<file path="config.mk">
export PLATFORM = sky130hd
export DESIGN_NAME = forwarding_hazard_unit_flat
export DESIGN_NICKNAME = d
export VERILOG_FILES = /design/src/rtl/forwarding_hazard_unit_if.sv /design/src/rtl/forwarding_hazard_unit.sv /design/src/flat_wrapper.sv
export SDC_FILE = /design/constraint.sdc
export NUM_CORES = 1
export LEC_CHECK = 0
export BUFFER_PORTS_ARGS = -buffer_cell sky130_fd_sc_hd__buf_4
export CAP_MARGIN = 20
export CORE_MARGIN = 5
export CORE_UTILIZATION = 35
export CTS_CLUSTER_DIAMETER = 150
export CTS_CLUSTER_SIZE = 30
export DETAILED_ROUTE_END_ITERATION = 10
export SETUP_SLACK_MARGIN = 0.4
export SYNTH_ARGS = -nofsm -noshare
export SYNTH_HDL_FRONTEND = slang
export SYNTH_SLANG_ARGS = --single-unit
</file>
<file path="constraint.sdc">
create_clock -name clk -period 2.3 [get_ports clk]
set_input_delay 0 -clock clk [delete_from_list [all_inputs] [get_ports clk]]
set_output_delay 0 -clock clk [all_outputs]
set_load 0.005 [all_outputs]
</file>
<file path="src/rtl/forwarding_hazard_unit_if.sv">
// forwarding_hazard_unit_if: ID instruction in, stall out, EX/DM control bundle out.
interface forwarding_hazard_unit_if #(
   parameter int IW = 32,
   parameter int AW = 5,
   parameter int SW = 2
);
   logic [IW-1:0] ins;
   logic          ins_valid;
   logic          stall;
   logic [5:0]    op_dec;
   logic [15:0]   imm;
   logic          imm_sel;
   logic [SW-1:0] mux_sel_A;
   logic [SW-1:0] mux_sel_B;
   logic          mem_en_ex;
   logic          mem_rw_ex;
   logic          mem_mux_sel_dm;
   logic [AW-1:0] RW_dm;
   modport master (
      output ins, ins_valid,
      input  stall, op_dec, imm, imm_sel, mux_sel_A, mux_sel_B,
             mem_en_ex, mem_rw_ex, mem_mux_sel_dm, RW_dm
   );
   modport slave (
      input  ins, ins_valid,
      output stall, op_dec, imm, imm_sel, mux_sel_A, mux_sel_B,
             mem_en_ex, mem_rw_ex, mem_mux_sel_dm, RW_dm
   );
endinterface

</file>
<file path="src/rtl/forwarding_hazard_unit.sv">
// forwarding_hazard_unit: ID decode, DEPTH-deep destination scoreboard, forwarding selects and load-use stall.
// Define HAZARD_STATS_EN to add saturating stall_cnt/fwd_cnt outputs.
module forwarding_hazard_unit #(
   parameter int         IW       = 32,
   parameter int         AW       = 5,
   parameter int         DEPTH    = 3,
   parameter int         SW       = 2,
   parameter int         LOAD_LAT = 2,
   parameter logic [5:0] LOAD_OP  = 6'b010100,
   parameter logic [5:0] STORE_OP = 6'b010101,
   parameter logic [5:0] NOP_OP   = 6'b111111
) (
   input logic clk,
   input logic reset,
   forwarding_hazard_unit_if.slave bus
`ifdef HAZARD_STATS_EN
   ,
   output logic [15:0] stall_cnt,
   output logic [15:0] fwd_cnt
`endif
);
   logic [5:0]    op;
   logic [AW-1:0] rw, ra, rb, src_b;
   logic          is_ld, is_st, imm_cls, use_b, bubble, stall;
   logic [SW-1:0] sel_a, sel_b;
   logic          ld_a, ld_b;
   logic [AW-1:0] sb_dst [1:DEPTH];
   logic [DEPTH:1] sb_wr, sb_ld;
   logic          ex_ld;
   logic [AW-1:0] ex_dst;

   assign op      = bus.ins[31:26];
   assign rw      = bus.ins[21 +: AW];
   assign ra      = bus.ins[16 +: AW];
   assign rb      = bus.ins[11 +: AW];
   assign is_ld   = op == LOAD_OP;
   assign is_st   = op == STORE_OP;
   assign imm_cls = is_ld || is_st || op[4];
   // stores read their data register through the B path
   assign use_b   = !imm_cls || is_st;
   assign src_b   = is_st ? rw : rb;

   // descending scan so the youngest matching producer is the last one written
   always_comb begin
      sel_a = '0;
      sel_b = '0;
      ld_a  = 1'b0;
      ld_b  = 1'b0;
      for (int k = DEPTH; k >= 1; k--) begin
         if (ra != '0 && sb_wr[k] && sb_dst[k] == ra) begin
            sel_a = SW'(k);
            ld_a  = ld_a || (k < LOAD_LAT && sb_ld[k]);
         end
         if (src_b != '0 && sb_wr[k] && sb_dst[k] == src_b) begin
            sel_b = SW'(k);
            ld_b  = ld_b || (k < LOAD_LAT && sb_ld[k]);
         end
      end
   end

   assign stall     = bus.ins_valid && (ld_a || (use_b && ld_b));
   assign bus.stall = stall;
   assign bubble    = !bus.ins_valid || stall;

   always_ff @(posedge clk or posedge reset) begin
      if (reset) begin
         for (int k = 1; k <= DEPTH; k++) sb_dst[k] <= '0;
         sb_wr              <= '0;
         sb_ld              <= '0;
         ex_ld              <= 1'b0;
         ex_dst             <= '0;
         bus.op_dec         <= '0;
         bus.imm            <= '0;
         bus.imm_sel        <= 1'b0;
         bus.mux_sel_A      <= '0;
         bus.mux_sel_B      <= '0;
         bus.mem_en_ex      <= 1'b0;
         bus.mem_rw_ex      <= 1'b0;
         bus.mem_mux_sel_dm <= 1'b0;
         bus.RW_dm          <= '0;
      end else begin
         for (int k = DEPTH; k > 1; k--) begin
            sb_dst[k] <= sb_dst[k-1];
            sb_wr[k]  <= sb_wr[k-1];
            sb_ld[k]  <= sb_ld[k-1];
         end
         sb_dst[1]          <= (bubble || is_st) ? '0 : rw;
         sb_wr[1]           <= !bubble && !is_st;
         sb_ld[1]           <= !bubble && is_ld;
         ex_ld              <= !bubble && is_ld;
         ex_dst             <= (bubble || is_st) ? '0 : rw;
         bus.op_dec         <= bubble ? NOP_OP : op;
         bus.imm            <= bubble ? '0 : bus.ins[15:0];
         bus.imm_sel        <= !bubble && imm_cls;
         bus.mux_sel_A      <= bubble ? '0 : sel_a;
         bus.mux_sel_B      <= (bubble || !use_b) ? '0 : sel_b;
         bus.mem_en_ex      <= !bubble && (is_ld || is_st);
         bus.mem_rw_ex      <= !bubble && is_st;
         bus.mem_mux_sel_dm <= ex_ld;
         bus.RW_dm          <= ex_dst;
      end
   end

`ifdef HAZARD_STATS_EN
   always_ff @(posedge clk or posedge reset) begin
      if (reset) begin
         stall_cnt <= '0;
         fwd_cnt   <= '0;
      end else begin
         if (stall && stall_cnt != '1) stall_cnt <= stall_cnt + 16'd1;
         if ((bus.mux_sel_A != '0 || bus.mux_sel_B != '0) && fwd_cnt != '1) fwd_cnt <= fwd_cnt + 16'd1;
      end
   end
`endif
endmodule

</file>
<file path="src/flat_wrapper.sv">
// flat-port wrapper written by rule: the top's interface ports become plain ports
module forwarding_hazard_unit_flat 
#(
   parameter int         IW       = 32,
   parameter int         AW       = 5,
   parameter int         DEPTH    = 3,
   parameter int         SW       = 2,
   parameter int         LOAD_LAT = 2,
   parameter logic [5:0] LOAD_OP  = 6'b010100,
   parameter logic [5:0] STORE_OP = 6'b010101,
   parameter logic [5:0] NOP_OP   = 6'b111111
)
  (clk, reset, bus_ins, bus_ins_valid, bus_stall, bus_op_dec, bus_imm, bus_imm_sel, bus_mux_sel_A, bus_mux_sel_B, bus_mem_en_ex, bus_mem_rw_ex, bus_mem_mux_sel_dm, bus_RW_dm);
  forwarding_hazard_unit_if #(.IW(IW), .AW(AW), .SW(SW)) bus_i ();
  input logic clk;
  input logic reset;
  input wire logic [$bits(bus_i.ins)-1:0] bus_ins;
  input wire logic [$bits(bus_i.ins_valid)-1:0] bus_ins_valid;
  output wire logic [$bits(bus_i.stall)-1:0] bus_stall;
  output wire logic [$bits(bus_i.op_dec)-1:0] bus_op_dec;
  output wire logic [$bits(bus_i.imm)-1:0] bus_imm;
  output wire logic [$bits(bus_i.imm_sel)-1:0] bus_imm_sel;
  output wire logic [$bits(bus_i.mux_sel_A)-1:0] bus_mux_sel_A;
  output wire logic [$bits(bus_i.mux_sel_B)-1:0] bus_mux_sel_B;
  output wire logic [$bits(bus_i.mem_en_ex)-1:0] bus_mem_en_ex;
  output wire logic [$bits(bus_i.mem_rw_ex)-1:0] bus_mem_rw_ex;
  output wire logic [$bits(bus_i.mem_mux_sel_dm)-1:0] bus_mem_mux_sel_dm;
  output wire logic [$bits(bus_i.RW_dm)-1:0] bus_RW_dm;
  assign bus_i.ins = bus_ins;
  assign bus_i.ins_valid = bus_ins_valid;
  assign bus_stall = bus_i.stall;
  assign bus_op_dec = bus_i.op_dec;
  assign bus_imm = bus_i.imm;
  assign bus_imm_sel = bus_i.imm_sel;
  assign bus_mux_sel_A = bus_i.mux_sel_A;
  assign bus_mux_sel_B = bus_i.mux_sel_B;
  assign bus_mem_en_ex = bus_i.mem_en_ex;
  assign bus_mem_rw_ex = bus_i.mem_rw_ex;
  assign bus_mem_mux_sel_dm = bus_i.mem_mux_sel_dm;
  assign bus_RW_dm = bus_i.RW_dm;
  forwarding_hazard_unit #(.IW(IW), .AW(AW), .DEPTH(DEPTH), .SW(SW), .LOAD_LAT(LOAD_LAT), .LOAD_OP(LOAD_OP), .STORE_OP(STORE_OP), .NOP_OP(NOP_OP)) u_core (.clk(clk), .reset(reset), .bus(bus_i));
endmodule
</file>
; Yosys cells after proc, flatten, opt, wreduce, memory -nomap -nowiden
; Index checks and enable logic that the tools add are counted.
[totals]
ff_bits = 50
input_bits = 35
out_inout_bits = 36
wordCells = 69
[classes]
eq_ne = 8
mux = 14
reduce_logical = 33
[ops]
columns = op, count
row1 = 5-bit == test, 6
row2 = 1-bit logical AND, 19
row3 = 16-bit two-way mux, 1
row4 = 2-bit two-way mux, 8
row5 = 6-bit by 5-bit == test with 1-bit output (second input constant), 2
row6 = 5-bit two-way mux, 2
row7 = 5-bit nonzero test, 2
row8 = 1-bit logical OR, 7
row9 = 6-bit two-way mux, 1
row10 = 1-bit zero test, 5
row11 = 1-bit two-way mux, 2

; Longest topological paths before layout
[depth]
word_depth = 12
mapped_depth = 8
ltp_nobuf = 6

; Worst setup path after synthesis
; OpenSTA, ideal clock, no wires.
[synth_timing]
path_kind = reg2reg
startpoint = register u_core.sb_dst[10] in the netlist's numbering
endpoint = register u_core.sb_wr[1] in the netlist's numbering
arrival_ns = 1.855
required_time_ns = 2.168
path_slack_ns = 0.314
stages_incl_launch_ff = 8
n_path_buf = 1
synth_period_minus_slack_ns = 1.986
cell_sequence = dfrtp_1 -> xnor2_1 -> o221ai_1 -> mux2_4 -> a2111o_1 -> o31ai_4 -> buf_4 -> nor2_1
[synth_between]
elab_chain_cells = 9
elab_cells_between_ends = 12
classes_between = eq/ne: 2 / mux: 2 / reduce/logical: 8
[synth_lines]
columns = item, line_no
row1 = "start, declared", forwarding_hazard_unit.sv:27  ; logic [AW-1:0] sb_dst [1:DEPTH];
row2 = "start signal, assigned by index", forwarding_hazard_unit.sv:83  ; sb_dst[k] <= sb_dst[k-1];
row3 = 5-bit == test, forwarding_hazard_unit.sv:54  ; if (src_b != '0 && sb_wr[k] && sb_dst[k] == src_b) begin
row4 = 1-bit logical AND, forwarding_hazard_unit.sv:54
row5 = 1-bit two-way mux, forwarding_hazard_unit.sv:54
row6 = 1-bit logical AND, forwarding_hazard_unit.sv:61  ; assign stall = bus.ins_valid && (ld_a || (use_b && ld_b));
row7 = 1-bit logical OR (*), forwarding_hazard_unit.sv:61
row8 = 1-bit logical AND (*), forwarding_hazard_unit.sv:61
row9 = 1-bit logical OR (*), forwarding_hazard_unit.sv:63  ; assign bubble = !bus.ins_valid || stall;
row10 = 1-bit zero test (*), forwarding_hazard_unit.sv:88  ; sb_wr[1] <= !bubble && !is_st;
row11 = 1-bit logical AND (*), forwarding_hazard_unit.sv:88
row12 = "end signal, assigned by index", forwarding_hazard_unit.sv:84  ; sb_wr[k] <= sb_wr[k-1];
row13 = "end, declared", forwarding_hazard_unit.sv:28  ; logic [DEPTH:1] sb_wr, sb_ld;
; Every way passes the cells marked *; elsewhere a longest branch is shown, timed or not.

; Final worst setup path
[layout_timing]
startpoint = register u_core.sb_dst[10] in the netlist's numbering
endpoint = output bus_stall
[layout_between]
elab_chain_cells = 6
elab_cells_between_ends = 9
classes_between = eq/ne: 2 / mux: 2 / reduce/logical: 5
[layout_lines]
columns = item, line_no
row1 = 5-bit == test, forwarding_hazard_unit.sv:54
row2 = 1-bit logical AND, forwarding_hazard_unit.sv:54
row3 = 1-bit two-way mux, forwarding_hazard_unit.sv:54
row4 = 1-bit logical AND, forwarding_hazard_unit.sv:61
row5 = 1-bit logical OR (*), forwarding_hazard_unit.sv:61
row6 = 1-bit logical AND (*), forwarding_hazard_unit.sv:61
row7 = "end, declared", flat_wrapper.sv:19  ; output wire logic [$bits(bus_i.stall)-1:0] bus_stall;
; Marks and branches as above.

==> results.py <==
metrics = {
    "global_routing": {
        "grt_max_degree": 50,
        "grt_overflow": 0,
        "grt_pass1_vias": 1951,
        "gr-usage-all-layers": 0.146,
        "grt_antenna_before_repair": 0,
        "grt_pass1_wl_um": 9930,
    },
    "detailed_routing": {
        "first_iter_violations": 72,
        "via_per_inst": 4.70,
        "drcViolationCount": 0,
        "detail_route.first_pass.iterations": 4,
        "vias": 1880,
        "routed_wl_um": 6130,
        "wl_per_cell_um": 15.3,
        "postRouteAntennaNets": 0,
    },
    "critical_path": {
        "worst_ep_required_time_ps": 2300,
        "worst-path-buf-inv": 1,
        "r2r_setup_slack_ps": 260,
        "worstSetupEndpointType": "output pin",
        "r2r_end": "u_core.bus.op_dec[0]$_DFF_PP0_",
        "cp_top_family": "compound AO/OA/AOI/OAI gates",
        "r2r_start": "u_core.sb_dst[10]$_DFF_PP0_",
        "reg2reg_depth": 8,
        "crit_type": "reg2out",
        "critPathMaxStageDelay_ps": 430,
        "start_kind": "flop",
        "worstPathCellList": "xnor2_2, o221ai_1, mux2_4, a2111o_1, nor3b_2, o211a_1, buf_4",
        "cp_max_fo": 2,
        "crit_arrival_ps": 2060,
        "cp_slowest_cell": "dfrtp_2",
    },
    "power_and_ir_drop": {
        "power.total_mw": 1.77,
        "p_per_area_mw_per_mm2": 538,
        "p_leak_nw": 1.60,
        "ir_worst_vdd_v": 0.000246,
    },
    "clock_tree": {
        "cts_sinks": 49,
        "htreeDepth": 2,
        "insertion_delay_ps": 300,
        "cts-root-buf": "clkbuf_8",
        "clock_path_buffers": 2,
        "cts_buffers": 5,
        "cts_tree": "yes",
        "clk_pin_slew_ps": 90,
    },
    "logic_synthesis": {
        "yosysUniqueCellTypes": 40,
        "ys_seq_elements": 49,
        "yosysTopAreaCellShare": 0.529,
        "synth.net_count": 259,
        "synth.top_cells.by_area": "dfrtp_1 53%, xnor2_1 8.7%, nor2_1 4.9%",
        "yosys_warnings": 0,
        "avgSynthCellArea_um2": 10.4,
        "synth_top_cell_by_area": "dfrtp_1",
        "syn-cell-area_mm2": 0.00232,
        "syn_inst": 224,
        "yosysSeqAreaShare": 0.529,
    },
    "layout": {
        "final_common_cell": "buf_4",
        "drive_above_1_share": 0.310,
        "syn2layout_area_growth_pct": 42.2,
        "fillCellCount": 598,
        "insertedDiodeCount": 0,
        "final_nets": 357,
        "final_cell_mix": "75 x buf_4, 48 x dfrtp_1, 30 x nor2_1",
    },
    "floorplanning": {
        "rows": 29,
        "die_w_um": 91.4,
        "die_y_um": 91.4,
        "start_util": 0.363,
        "die_area_mm2": 0.00835,
        "core-area_mm2": 0.00639,
        "ios": 71,
    },
    "timing": {
        "finalClockSkew_ps": 6.95,
        "max_freq_mhz": 486,
        "tns_ps": 0,
        "tightest_slew_ps": 624,
        "rsz0062_at_grt": "yes",
        "finalCritPeriodShare": 0.894,
        "slew_headroom": 0.584,
        "whs_ps": 22.5,
        "setup_viol": 0,
        "drv_slew": 0,
        "hold_viol_final": 0,
        "period_minus_slack_ps": 2060,
    },
    "place": {
        "globalplace.congestion": 0.830,
        "dpl.hpwl_um": 4370,
        "port_buffers": 70,
    },
    "hold_path": {
        "hold_end": "u_core.sb_dst[11]$_DFF_PP0_",
        "min_path_cells": 3,
        "worstHoldStart": "bus_ins[22]",
        "min_path_type": "in2reg",
    },
    "flow_run": {
        "drv_cap": 0,
    },
    "outcome": {
        "status": "complete, no violations",
    },
}
==> state kept, by name, indices dropped and copies added, names as in the netlist, 2 cells and up <==
| name | cells |
|---|---|
| u_core.bus.mux_sel_B | 2 |
| u_core.bus.RW_dm | 5 |
| u_core.bus.op_dec | 6 |
| u_core.bus.imm | 16 |
| u_core.bus.mux_sel_A | 2 |
| u_core.sb_dst | 10 |
| u_core.sb_wr | 3 |
==> layout make-up <==
type	instances	area [um^2]	share of cell area
inverters	25	93.8	0.0285
clock buffers	6	82.6	0.0250
flip-flops and latches	49	1230	0.372
multi-input cells	141	960	0.291
clock inverters	2	13.8	0.00417
well taps	77	96.3	0.0292
repair buffers	100	823	0.250
==> worst min-delay path: cells and delay by family <==
family        cells  cell delay, ps
simple gates      1              70
buf+inv           2             230
==> cells in the mapped netlist <==
cell / count
and2_1: 1
or2_1: 3
nor4b_1: 2
nor3b_1: 1
and2b_1: 1
nand2_4: 1
a211oi_1: 1
xnor2_1: 23
clkbuf_1: 1
mux2_4: 1
o211ai_2: 1
nor4_1: 3
nand3_1: 3
nand4_1: 3
a21boi_0: 1
nand2_1: 6
or4_1: 3
dfrtp_1: 49
o31ai_4: 1
xor2_1: 7
o22ai_1: 1
and4bb_2: 1
a2111oi_0: 1
a21oi_1: 9
buf_4: 7
nor3_1: 11
o221a_2: 1
o2111ai_1: 3
nor2_1: 30
buf_6: 1
o31ai_1: 1
nor2b_1: 3
a2111o_1: 1
nand4bb_1: 1
or2_2: 3
o21ai_0: 4
nand2b_1: 4
inv_1: 25
o221ai_1: 2
o211a_1: 3
==> through the flow <==
| stage | cells | instance area, um^2 | utilization | worst slack [ps] |
|---|---|---|---|---|
| 5_1_grt | 400 | 3300 | 0.516 | 127 |
| 3_5_place_dp | 366 | 2920 | 0.457 | 279 |
| 4_1_cts | 400 | 3280 | 0.513 | 138 |
| 2_1_floorplan | 224 | 2320 | - | 385 |
| 3_3_place_gp | 366 | 2920 | 0.457 | 314 |
| 6_report | 400 | 3300 | 0.516 | 244 |
==> kinds of logic (layout without fill, tap and decap cells) <==
kind of cell / count (synthesis) / after routing / synth area share
AO/OA/AOI/OAI: 30 / 30 / 0.100
XOR/XNOR: 30 / 30 / 0.113
buffers and inverters: 34 / 133 / 0.0696
flip-flops: 49 / 49 / 0.529
multiplexers: 1 / 1 / 0.00647
AND/OR/NAND/NOR: 80 / 80 / 0.181
==> metal layers <==
layer  part of all wire  vias to the layer above  wire [um]  GRT usage
met5                  0                        -          0          0
met4              0.013                        0         80     0.0465
met3              0.055                        8        338     0.0306
met2               0.50                       57       3070      0.247
met1               0.43                      881       2640      0.187
li1                   -                      934          -          -
==> how the worst max path moves through the flow <==
stage / from / to / slack [ps] / cells past startpoint
global placement: u_core.sb_dst[10]$_DFF_PP0_ / u_core.bus.mux_sel_A[0]$_DFF_PP0_ / 310 / 7
floorplan: u_core.sb_dst[10]$_DFF_PP0_ / u_core.sb_wr[1]$_DFF_PP0_ / 390 / 7
finish: u_core.sb_dst[10]$_DFF_PP0_ / bus_stall / 240 / 7
CTS: u_core.sb_dst[10]$_DFF_PP0_ / bus_stall / 140 / 7
detailed placement: u_core.sb_dst[10]$_DFF_PP0_ / u_core.bus.mux_sel_B[0]$_DFF_PP0_ / 280 / 6
global route: u_core.sb_dst[10]$_DFF_PP0_ / bus_stall / 130 / 7
==> timing repair <==
action	CTS	global route
resized for setup	3	3
endpoints found under the hold margin	75	0
buffers inserted	2	0
pin swaps	4	3
endpoints found under the setup margin	37	37
hold buffers	24	0
==> where the power goes <==
part	internal, mW	leakage, nW	switching, mW	total [mW]
registers	0.899	0.620	0.0348	0.934
clock network	0.244	0.0512	0.287	0.531
logic	0.172	0.934	0.137	0.308
total	1.31	1.60	0.458	1.77
Note: power is estimated with default switching activity, not from simulation.
